[src/rtl/mult8_err_monitor_if.sv]
// ---------------------------------------------------------------------------
// mult8_err_monitor_if
// Valid/ready stream that carries one (approximate, exact) product pair per
// transfer from a multiplier partition under evaluation to the error monitor.
//
// Signals
//   in_valid  producer -> monitor  pair on approx/exact is valid
//   in_ready  monitor  -> producer monitor accepts the pair this cycle
//   approx    producer -> monitor  approximate product (unsigned, W bits)
//   exact     producer -> monitor  exact product (unsigned, W bits)
//
// Modports
//   master  producer side (drives valid and data)
//   slave   monitor side (drives ready)
// ---------------------------------------------------------------------------
interface mult8_err_monitor_if #(
  parameter int W = 16
) ();

  logic         in_valid;
  logic         in_ready;
  logic [W-1:0] approx;
  logic [W-1:0] exact;

  modport master (
    output in_valid,
    output approx,
    output exact,
    input  in_ready
  );

  modport slave (
    input  in_valid,
    input  approx,
    input  exact,
    output in_ready
  );

endinterface : mult8_err_monitor_if

[src/rtl/mult8_err_monitor.sv]
// ---------------------------------------------------------------------------
// mult8_err_monitor
// Accumulates error metrics of an approximate multiplier against the exact
// product over a programmed run of samples. Each accepted pair goes through
// a two-stage pipeline: stage 1 registers |approx-exact|, the mismatch flag
// and the Hamming distance; stage 2 folds them into the accumulators.
//
// Parameters
//   W      product width
//   CNT_W  sample counter / err_count width
//   SUM_W  sum_abs_err / hd_total width
//
// Ports
//   clk          rising-edge clock
//   rst_n        asynchronous active-low reset
//   start        1-cycle pulse; accepted in IDLE or DONE only
//   num_samples  run length, captured on an accepted start
//   pair         slave side of the approx/exact valid/ready stream
//   busy         run in progress (RUN or DRAIN)
//   done         metrics final; held until the next accepted start
//   err_count    samples with approx != exact
//   sum_abs_err  saturating sum of |approx-exact|
//   max_abs_err  maximum |approx-exact|
//   hd_total     saturating sum of popcount(approx ^ exact)
// ---------------------------------------------------------------------------
module mult8_err_monitor #(
  parameter int W     = 16,
  parameter int CNT_W = 16,
  parameter int SUM_W = 32
) (
  input  logic                 clk,
  input  logic                 rst_n,
  input  logic                 start,
  input  logic [CNT_W-1:0]     num_samples,
  mult8_err_monitor_if.slave   pair,
  output logic                 busy,
  output logic                 done,
  output logic [CNT_W-1:0]     err_count,
  output logic [SUM_W-1:0]     sum_abs_err,
  output logic [W-1:0]         max_abs_err,
  output logic [SUM_W-1:0]     hd_total
);

  // Hamming distance of two W-bit words needs to represent 0..W.
  localparam int HD_W = $clog2(W + 1);
  // Accumulator adds are done one bit wider than the larger operand so the
  // carry out can be detected regardless of how SUM_W compares with W.
  localparam int AW = ((SUM_W > W) ? SUM_W : W) + 1;
  localparam logic [SUM_W-1:0] SUM_MAX = '1;

  typedef enum logic [1:0] {
    ST_IDLE,
    ST_RUN,
    ST_DRAIN,
    ST_DONE
  } state_t;

  state_t state, next_state;

  logic             accept_start;
  logic             ready;
  logic             xfer;
  logic [CNT_W-1:0] remaining;

  // Stage 1 registers.
  logic             s1_valid;
  logic [W-1:0]     s1_d;
  logic             s1_mism;
  logic [HD_W-1:0]  s1_hd;

  // Stage 1 combinational terms.
  logic [W:0]       diff;
  logic [W-1:0]     abs_d;
  logic [HD_W-1:0]  hd_c;

  // Stage 2 combinational terms.
  logic [AW-1:0]    sum_next;
  logic [AW-1:0]    hd_next;
  logic [SUM_W-1:0] sum_sat;
  logic [SUM_W-1:0] hd_sat;

  // -------------------------------------------------------------------------
  // Control FSM
  // -------------------------------------------------------------------------
  always_ff @(posedge clk or negedge rst_n) begin
    // NOTE: sequential state uses non-blocking assignments so every register
    // samples pre-edge values, independent of statement or process order.
    if (!rst_n) state <= ST_IDLE;
    else        state <= next_state;
  end

  always_comb begin
    // NOTE: every output of this block gets a default first, so no path
    // leaves a signal unassigned and no latch is inferred.
    next_state   = state;
    accept_start = 1'b0;
    ready        = 1'b0;
    busy         = 1'b0;
    done         = 1'b0;

    unique case (state)
      ST_IDLE, ST_DONE: begin
        done = (state == ST_DONE);
        if (start) begin
          accept_start = 1'b1;
          // An empty run has nothing to measure: report cleared metrics.
          next_state   = (num_samples == '0) ? ST_DONE : ST_RUN;
        end
      end
      ST_RUN: begin
        ready = 1'b1;
        busy  = 1'b1;
        if (pair.in_valid && remaining == CNT_W'(1)) next_state = ST_DRAIN;
      end
      ST_DRAIN: begin
        busy = 1'b1;
        // DRAIN is entered right after the last transfer, so stage 1 holds
        // the final sample and nothing can follow it. That sample is folded
        // into the accumulators on this same edge, which is why done rises
        // together with the last metric update.
        next_state = ST_DONE;
      end
      default: next_state = ST_IDLE;
    endcase
  end

  assign pair.in_ready = ready;
  assign xfer          = pair.in_valid && ready;

  always_ff @(posedge clk or negedge rst_n) begin
    if (!rst_n)            remaining <= '0;
    else if (accept_start) remaining <= num_samples;
    else if (xfer)         remaining <= remaining - CNT_W'(1);
  end

  // -------------------------------------------------------------------------
  // Stage 1: per-sample error terms
  // -------------------------------------------------------------------------
  always_comb begin
    diff  = {1'b0, pair.approx} - {1'b0, pair.exact};
    // A set sign bit means exact > approx; negate the low bits to get the
    // magnitude (the W-bit result is exact for every operand pair).
    abs_d = diff[W] ? (~diff[W-1:0] + W'(1)) : diff[W-1:0];
    hd_c  = HD_W'($countones(pair.approx ^ pair.exact));
  end

  always_ff @(posedge clk or negedge rst_n) begin
    if (!rst_n) begin
      s1_valid <= 1'b0;
      s1_d     <= '0;
      s1_mism  <= 1'b0;
      s1_hd    <= '0;
    end else begin
      s1_valid <= xfer;
      if (xfer) begin
        s1_d    <= abs_d;
        s1_mism <= (pair.approx != pair.exact);
        s1_hd   <= hd_c;
      end
    end
  end

  // -------------------------------------------------------------------------
  // Stage 2: accumulators (these are the metric outputs)
  // -------------------------------------------------------------------------
  always_comb begin
    sum_next = AW'(sum_abs_err) + AW'(s1_d);
    hd_next  = AW'(hd_total) + AW'(s1_hd);
    sum_sat  = (sum_next > AW'(SUM_MAX)) ? SUM_MAX : sum_next[SUM_W-1:0];
    hd_sat   = (hd_next > AW'(SUM_MAX)) ? SUM_MAX : hd_next[SUM_W-1:0];
  end

  // A start is only accepted in IDLE/DONE, where stage 1 is always empty, so
  // clearing and accumulating never compete for the same edge.
  always_ff @(posedge clk or negedge rst_n) begin
    if (!rst_n) begin
      err_count   <= '0;
      sum_abs_err <= '0;
      max_abs_err <= '0;
      hd_total    <= '0;
    end else if (accept_start) begin
      err_count   <= '0;
      sum_abs_err <= '0;
      max_abs_err <= '0;
      hd_total    <= '0;
    end else if (s1_valid) begin
      // err_count is bounded by num_samples, so it cannot wrap.
      err_count   <= err_count + CNT_W'(s1_mism);
      sum_abs_err <= sum_sat;
      hd_total    <= hd_sat;
      if (s1_d > max_abs_err) max_abs_err <= s1_d;
    end
  end

endmodule : mult8_err_monitor

[src/flat_wrapper.sv]
// flat-port wrapper written by rule: the top's interface ports become plain ports
module mult8_err_monitor_flat 
#(
  parameter int W     = 16,
  parameter int CNT_W = 16,
  parameter int SUM_W = 32
)
  (clk, rst_n, start, num_samples, busy, done, err_count, sum_abs_err, max_abs_err, hd_total, pair_in_valid, pair_approx, pair_exact, pair_in_ready);
  mult8_err_monitor_if #(.W(W)) pair_i ();
  input  logic clk;
  input  logic rst_n;
  input  logic start;
  input  logic [CNT_W-1:0] num_samples;
  output logic busy;
  output logic done;
  output logic [CNT_W-1:0] err_count;
  output logic [SUM_W-1:0] sum_abs_err;
  output logic [W-1:0] max_abs_err;
  output logic [SUM_W-1:0] hd_total;
  input wire logic [$bits(pair_i.in_valid)-1:0] pair_in_valid;
  input wire logic [$bits(pair_i.approx)-1:0] pair_approx;
  input wire logic [$bits(pair_i.exact)-1:0] pair_exact;
  output wire logic [$bits(pair_i.in_ready)-1:0] pair_in_ready;
  assign pair_i.in_valid = pair_in_valid;
  assign pair_i.approx = pair_approx;
  assign pair_i.exact = pair_exact;
  assign pair_in_ready = pair_i.in_ready;
  mult8_err_monitor #(.W(W), .CNT_W(CNT_W), .SUM_W(SUM_W)) u_core (.clk(clk), .rst_n(rst_n), .start(start), .num_samples(num_samples), .pair(pair_i), .busy(busy), .done(done), .err_count(err_count), .sum_abs_err(sum_abs_err), .max_abs_err(max_abs_err), .hd_total(hd_total));
endmodule
[config.mk]
export PLATFORM = sky130hd
export DESIGN_NAME = mult8_err_monitor_flat
export DESIGN_NICKNAME = d
export VERILOG_FILES = /design/src/rtl/mult8_err_monitor_if.sv /design/src/rtl/mult8_err_monitor.sv /design/src/flat_wrapper.sv
export SDC_FILE = /design/constraint.sdc
export NUM_CORES = 1
export LEC_CHECK = 0
export ABC_AREA = 1
export CAP_MARGIN = 20
export CORE_MARGIN = 5
export CORE_UTILIZATION = 30
export CTS_BUF_LIST = sky130_fd_sc_hd__clkbuf_8
export CTS_CLUSTER_DIAMETER = 60
export CTS_CLUSTER_SIZE = 28
export DETAILED_ROUTE_END_ITERATION = 16
export PLACE_DENSITY = 0.59
export SETUP_SLACK_MARGIN = 0.02
export SYNTH_ARGS = -nofsm -noshare
export SYNTH_HDL_FRONTEND = slang
export SYNTH_SLANG_ARGS = --single-unit
[constraint.sdc]
create_clock -name clk -period 2.1 [get_ports clk]
set_clock_uncertainty 0.05 [all_clocks]
set_input_delay 0.42 -clock clk [delete_from_list [all_inputs] [get_ports clk]]
set_output_delay 0.42 -clock clk [all_outputs]
set_load 0.05 [all_outputs]
-- After elaboration in Yosys (flattened, before gate mapping)
Index checks and enable logic that the tools add are counted.
- bits in registers: 137
- output and inout bits: 99
- logic and storage cells: 77
- $add $sub $neg: 21
- $lt $le $gt $ge: 3
- equality and inequality tests: 7
- mux-type cells: 23
- bitwise logic cells: 2
- reductions and logical operators: 11
- operators with widths (cell ; number):
    32-bit 2-to-1 mux ; 6
    16-bit 2-to-1 mux ; 8
    33-bit by 32-bit > comparator with 1-bit output, second input constant ; 2
    5-bit adder ; 7
    32-bit by 16-bit adder with 33-bit output ; 1
    32-bit by 5-bit adder with 33-bit output ; 1
    16-bit by 16-bit subtractor with 17-bit output ; 1
    1-bit by 1-bit adder with 2-bit output ; 8
    16-bit by 1-bit adder with 16-bit output ; 1
    16-bit by 1-bit adder with 16-bit output, second input constant ; 1
    16-bit by 1-bit == test with 1-bit output, second input constant ; 1
    16-bit > comparator ; 1
    16-bit logical NOT ; 1
    16-bit inequality test ; 1
    16-bit NOT ; 1
    16-bit by 1-bit subtractor with 16-bit output, second input constant ; 1
    16-bit XOR ; 1
    2-bit 2-to-1 mux ; 3
    2-bit one-hot mux with 3 select lines ; 1
    2-bit nonzero test ; 3
    1-bit 2-to-1 mux ; 5
    2-bit == test, second input constant ; 2
    2-bit AND reduction ; 2
    2-bit OR reduction ; 2
    5 further kinds ; 6

-- Logic depth before layout (Yosys ltp)
- depth after elaboration: 5
- depth in mapped cells: 21
- depth with buffers taken out: 20

-- Worst setup path after synthesis
OpenSTA, ideal clock, no wires.
- path type: input to register
- start point: in pair_exact[14]
- end point: reg u_core.s1_hd[3]
- setup time: 83 ps
- data arrival time: 4015 ps
- data required time: 1967 ps
- slack: -2048 ps
- stages: 15
- cell sequence: inv_1 -> ha_1 -> inv_1 -> ha_1 -> inv_1 -> fa_1 -> inv_1 -> fa_1 -> fa_1 -> fa_1 -> ha_1 -> inv_1 -> fa_1 -> xor2_1 -> o21ai_0
- cells in the longest elaborated chain, start to end: 5
- RTL lines (item ; line ; source):
    start, declared ; flat_wrapper.sv:22 ; input wire logic [$bits(pair_i.exact)-1:0] pair_exact;
    16-bit XOR ; mult8_err_monitor.sv:144 ; hd_c = HD_W'($countones(pair.approx ^ pair.exact));
    1-bit by 1-bit adder with 2-bit output (implied by the code) ; mult8_err_monitor.sv:144 ;
    5-bit adder (implied by the code) (3 in a row) ; mult8_err_monitor.sv:144 ;
    end signal, assigned ; mult8_err_monitor.sv:152 ; s1_hd <= '0;
    end signal, assigned ; mult8_err_monitor.sv:158 ; s1_hd <= hd_c;
    end, declared ; mult8_err_monitor.sv:69 ; logic [HD_W-1:0] s1_hd;
No other way between the ends.
A chain may end at the register's enable or synchronous reset.

-- Final worst setup path
- start point: in pair_approx[12]
- end point: reg u_core.s1_hd[2]
- cells in the longest elaborated chain, start to end: 5
- RTL lines (item ; line ; source):
    start, declared ; flat_wrapper.sv:21 ; input wire logic [$bits(pair_i.approx)-1:0] pair_approx;
    16-bit XOR ; mult8_err_monitor.sv:144 ;
    1-bit by 1-bit adder with 2-bit output (implied by the code) ; mult8_err_monitor.sv:144 ;
    5-bit adder (implied by the code) (3 in a row) ; mult8_err_monitor.sv:144 ;
No other way between the ends.

==> results.toml <==
[cells_and_area]
syn2layout_area_growth_pct = 55.1
multi_input_area_mm2 = 0.00715
antenna_cells = 0
layout_commonest_cell = "nand2_1"
layout.nets = 2008
filler_cell_count = 3380
most-common-layout-cells = "339 x nand2_1, 316 x buf_4, 157 x inv_1, 115 x dfrtp_1, 72 x nor2_1"
seqCellArea_mm2 = 0.00346
drive_above_1_share = 0.373

[route]
wire_per_inst_um = 14.5
viasPerCell = 4.70
ant_nets = 0
wl_um = 33900
drt-pass1-iter-count = 5
route.detailed.drc = 0
drt-initial-drc-count = 524
vias = 11000

[pwr]
finalPower_mw = 17.3
intPower_mw = 9.52
power.switching_mw = 7.75
p_per_area_mw_per_mm2 = 1070
ir_worst_vdd_v = 0.000928
leakage_nw = 7.97
p_sw_frac = 0.449
clockPowerShare = 0.143
power_frac_comb = 0.632
pwr-share-seq = 0.224

[critical_path]
cp_cell_sequence = "buf_2 -> ha_4 -> inv_4 -> ha_4 -> inv_2 -> fa_2 -> inv_2 -> fa_2 -> fa_1 -> fa_1 -> ha_4 -> inv_2 -> fa_2 -> o21ai_1"
cp.arrival_ns = 3.83
path_delay_family = "adder cells"
startpoint_type = "primary input"
timing.rr.start = "u_core.s1_hd[0]"
r2r_end = "u_core.hd_total[9]"
path_depth = 14
end_kind = "flip-flop"
path_class = "in -> reg"
required_ns = 2.41
critPathLaunch = "pair_approx[12]"
slowest_stage = "fa_1"
r2r_slack_ns = -0.36
critical_path.max_stage_delay_ns = 0.54
reg2regPathDepth = 14
crit_buf_inv = 5
critPathMaxFanout = 2
crit_end = "u_core.s1_hd[2]"

[placement]
pre_cts_slack_ns = -2.39
gp_congestion = 0.918
portBuffers = 150
dpl.hpwl_um = 26500

[logic_synthesis]
synth_top_cell_by_area = "dfrtp_1"
ys_ff_latch = 137
avgSynthCellArea_um2 = 7.18
synth_cell_types = 53
ys_seq_area_frac = 0.331
synthCells = 1444
yosysWarnings = 0
synth_nets = 1584
yosysTopAreaCellShare = 0.331
synthTopCellsByArea = "dfrtp_1 33%, nand2_1 14%, ha_1 8.9%, inv_1 7.6%, o21ai_0 5.2%"
synth_area_mm2 = 0.0104

[worst_hold_path]
hp-class = "in -> reg"

[timing]
slew_viol_final = 0
fmax_mhz = 284
final_hold_viol_count = 0
finalSetupViolCount = 87
rsz0062_at_grt = "yes"
relSlewSlack = 0.342
layout_min_cycle_time_ns = 3.53
worst_slew_pin_slew_ns = 0.980
timing.final.crit_share = 1.68
worst_slack_ns = -1.43
hold_slack_ns = 0.381

[global_routing]
grt.overflow.total = 0
grt_max_degree = 51
grt_pass1_vias = 10800
antenna_found_initial = 0
grt_pass1_wl_um = 55000
grt.total_usage = 0.175

[die]
rows = 68
die_h_um = 196
pin_count = 151
die_x_um = 196
die_area_mm2 = 0.0384
initial_core_util = 0.302
core_area_mm2 = 0.0343

[clocking]
cts-buffers-inserted = 17
cts_max_level = 4
path_clk_slew_ns = 0.08
cts_sinks = 137
clock_path_buffers = 2
cts_tree = "yes"
clk_latency_ns = 0.46
root_buffer = "clkbuf_8"

[outcome]
violations = "setup timing"
status = "complete, but fails checks"

[run]
max_cap_violations = 0
Yosys cell counts (all sizes together):
library cell	number
or2	8
a22o	5
nor4	10
dfrtp	137
o21bai	3
nor3b	1
buf	7
and2	3
a211oi	2
a41oi	1
clkbuf	24
nor3	39
o221ai	5
fa	14
a21o	9
xor2	50
o22ai	3
o2111ai	1
o41ai	1
clkinv	1
o21a	1
nand4	22
a32oi	1
o311ai	2
o32ai	1
nor2	99
nand3	95
inv	210
xnor2	12
o31ai	2
o211ai	9
ha	74
a31oi	2
or4	1
nand2	394
a21boi	2
o21ai	114
nand3b	6
a21oi	73
cells by family (layout without fill, tap and decap cells):
logic type / Yosys count / count (layout) / synth area share
simple gates: 678 / 679 / 0.279
buf+inv: 242 / 678 / 0.0904
compound gates: 237 / 237 / 0.130
flops: 137 / 137 / 0.331
fa+ha+maj: 88 / 88 / 0.116
xor+xnor: 62 / 62 / 0.0531
routing by layer:
metal / up-vias / GRT usage / part of all wire
li1: 5564 / - / -
met1: 5179 / 0.237 / 0.47
met2: 211 / 0.290 / 0.47
met3: 34 / 0.0285 / 0.039
met4: 0 / 0.0491 / 0.018
met5: - / 0 / 0
worst register-to-register path, stage by stage (launching register included):
cell and delay [ns]:
dfrtp_1 0.41, ha_4 0.16, inv_2 0.03, fa_2 0.35, o21ai_2 0.14, nand2_1 0.08
nand2_2 0.08, nand2_4 0.05, nor3_4 0.17, nand3b_1 0.24, inv_2 0.19, nand3_4 0.15
inv_6 0.13, o21ai_1 0.06, o21ai_1 0.09
registers in the layout, summed over array words and instances, names as in the netlist:
| signal | flops |
|---|---|
| u_core.s1_valid | 1 |
| u_core.hd_total | 32 |
| u_core.state | 2 |
| u_core.sum_abs_err | 32 |
| u_core.max_abs_err | 16 |
| u_core.s1_hd | 5 |
| u_core.s1_mism | 1 |
| u_core.err_count | 16 |
| u_core.s1_d | 16 |
| u_core.remaining | 16 |
power by group through the flow:
stage | clock (mW) | sequential [mW] | combinational, mW
5_1_grt | 2.68 | 3.96 | 12.1
6_report | 2.48 | 3.88 | 10.9
3_5_place_dp | 0 | 3.90 | 10.1
2_1_floorplan | 0 | 4.76 | 4.82
4_1_cts | 2.56 | 3.86 | 10.7
3_3_place_gp | 0 | 3.89 | 9.92
repair_timing:
action                     CTS  global route
pin swaps                   99            62
setup endpoints to repair  138           114
resized for setup          323           100
setup buffers               35            13
hold buffers                 1             0
cloned                       4             0
hold endpoints to repair    46             0
how the worst min path moves through the flow:
stage	slack, ns	start	depth (start not counted)	end
after floorplan	0.07	rst_n	0	u_core.err_count[0]
after global placement	0.36	rst_n	1	u_core.s1_hd[0]
after detailed placement	0.37	rst_n	1	u_core.s1_hd[1]
after CTS	0.37	pair_exact[0]	4	u_core.s1_d[0]
after global routing	0.39	pair_exact[0]	4	u_core.s1_d[0]
final	0.38	pair_exact[0]	4	u_core.s1_d[0]
per-stage QoR:
step,cells,area [um^2],TNS (ns),utilization
floorplan,1444,10800,-30.48,-
global placement,2253,14400,-45.45,0.421
detailed placement,2253,14400,-47.36,0.421
CTS,2324,15600,-22.84,0.456
global route,2336,16100,-38.38,0.469
finish,2336,16100,-25.17,0.469
cell type report:
class / count / area share
clock buffers: 17 / 0.0146
clock inverters: 15 / 0.0129
inverters: 211 / 0.0533
multi-input cells: 1066 / 0.445
flip-flops and latches: 137 / 0.215
well taps: 455 / 0.0354
repair buffers: 435 / 0.224
(Power assumes the default switching activity.)
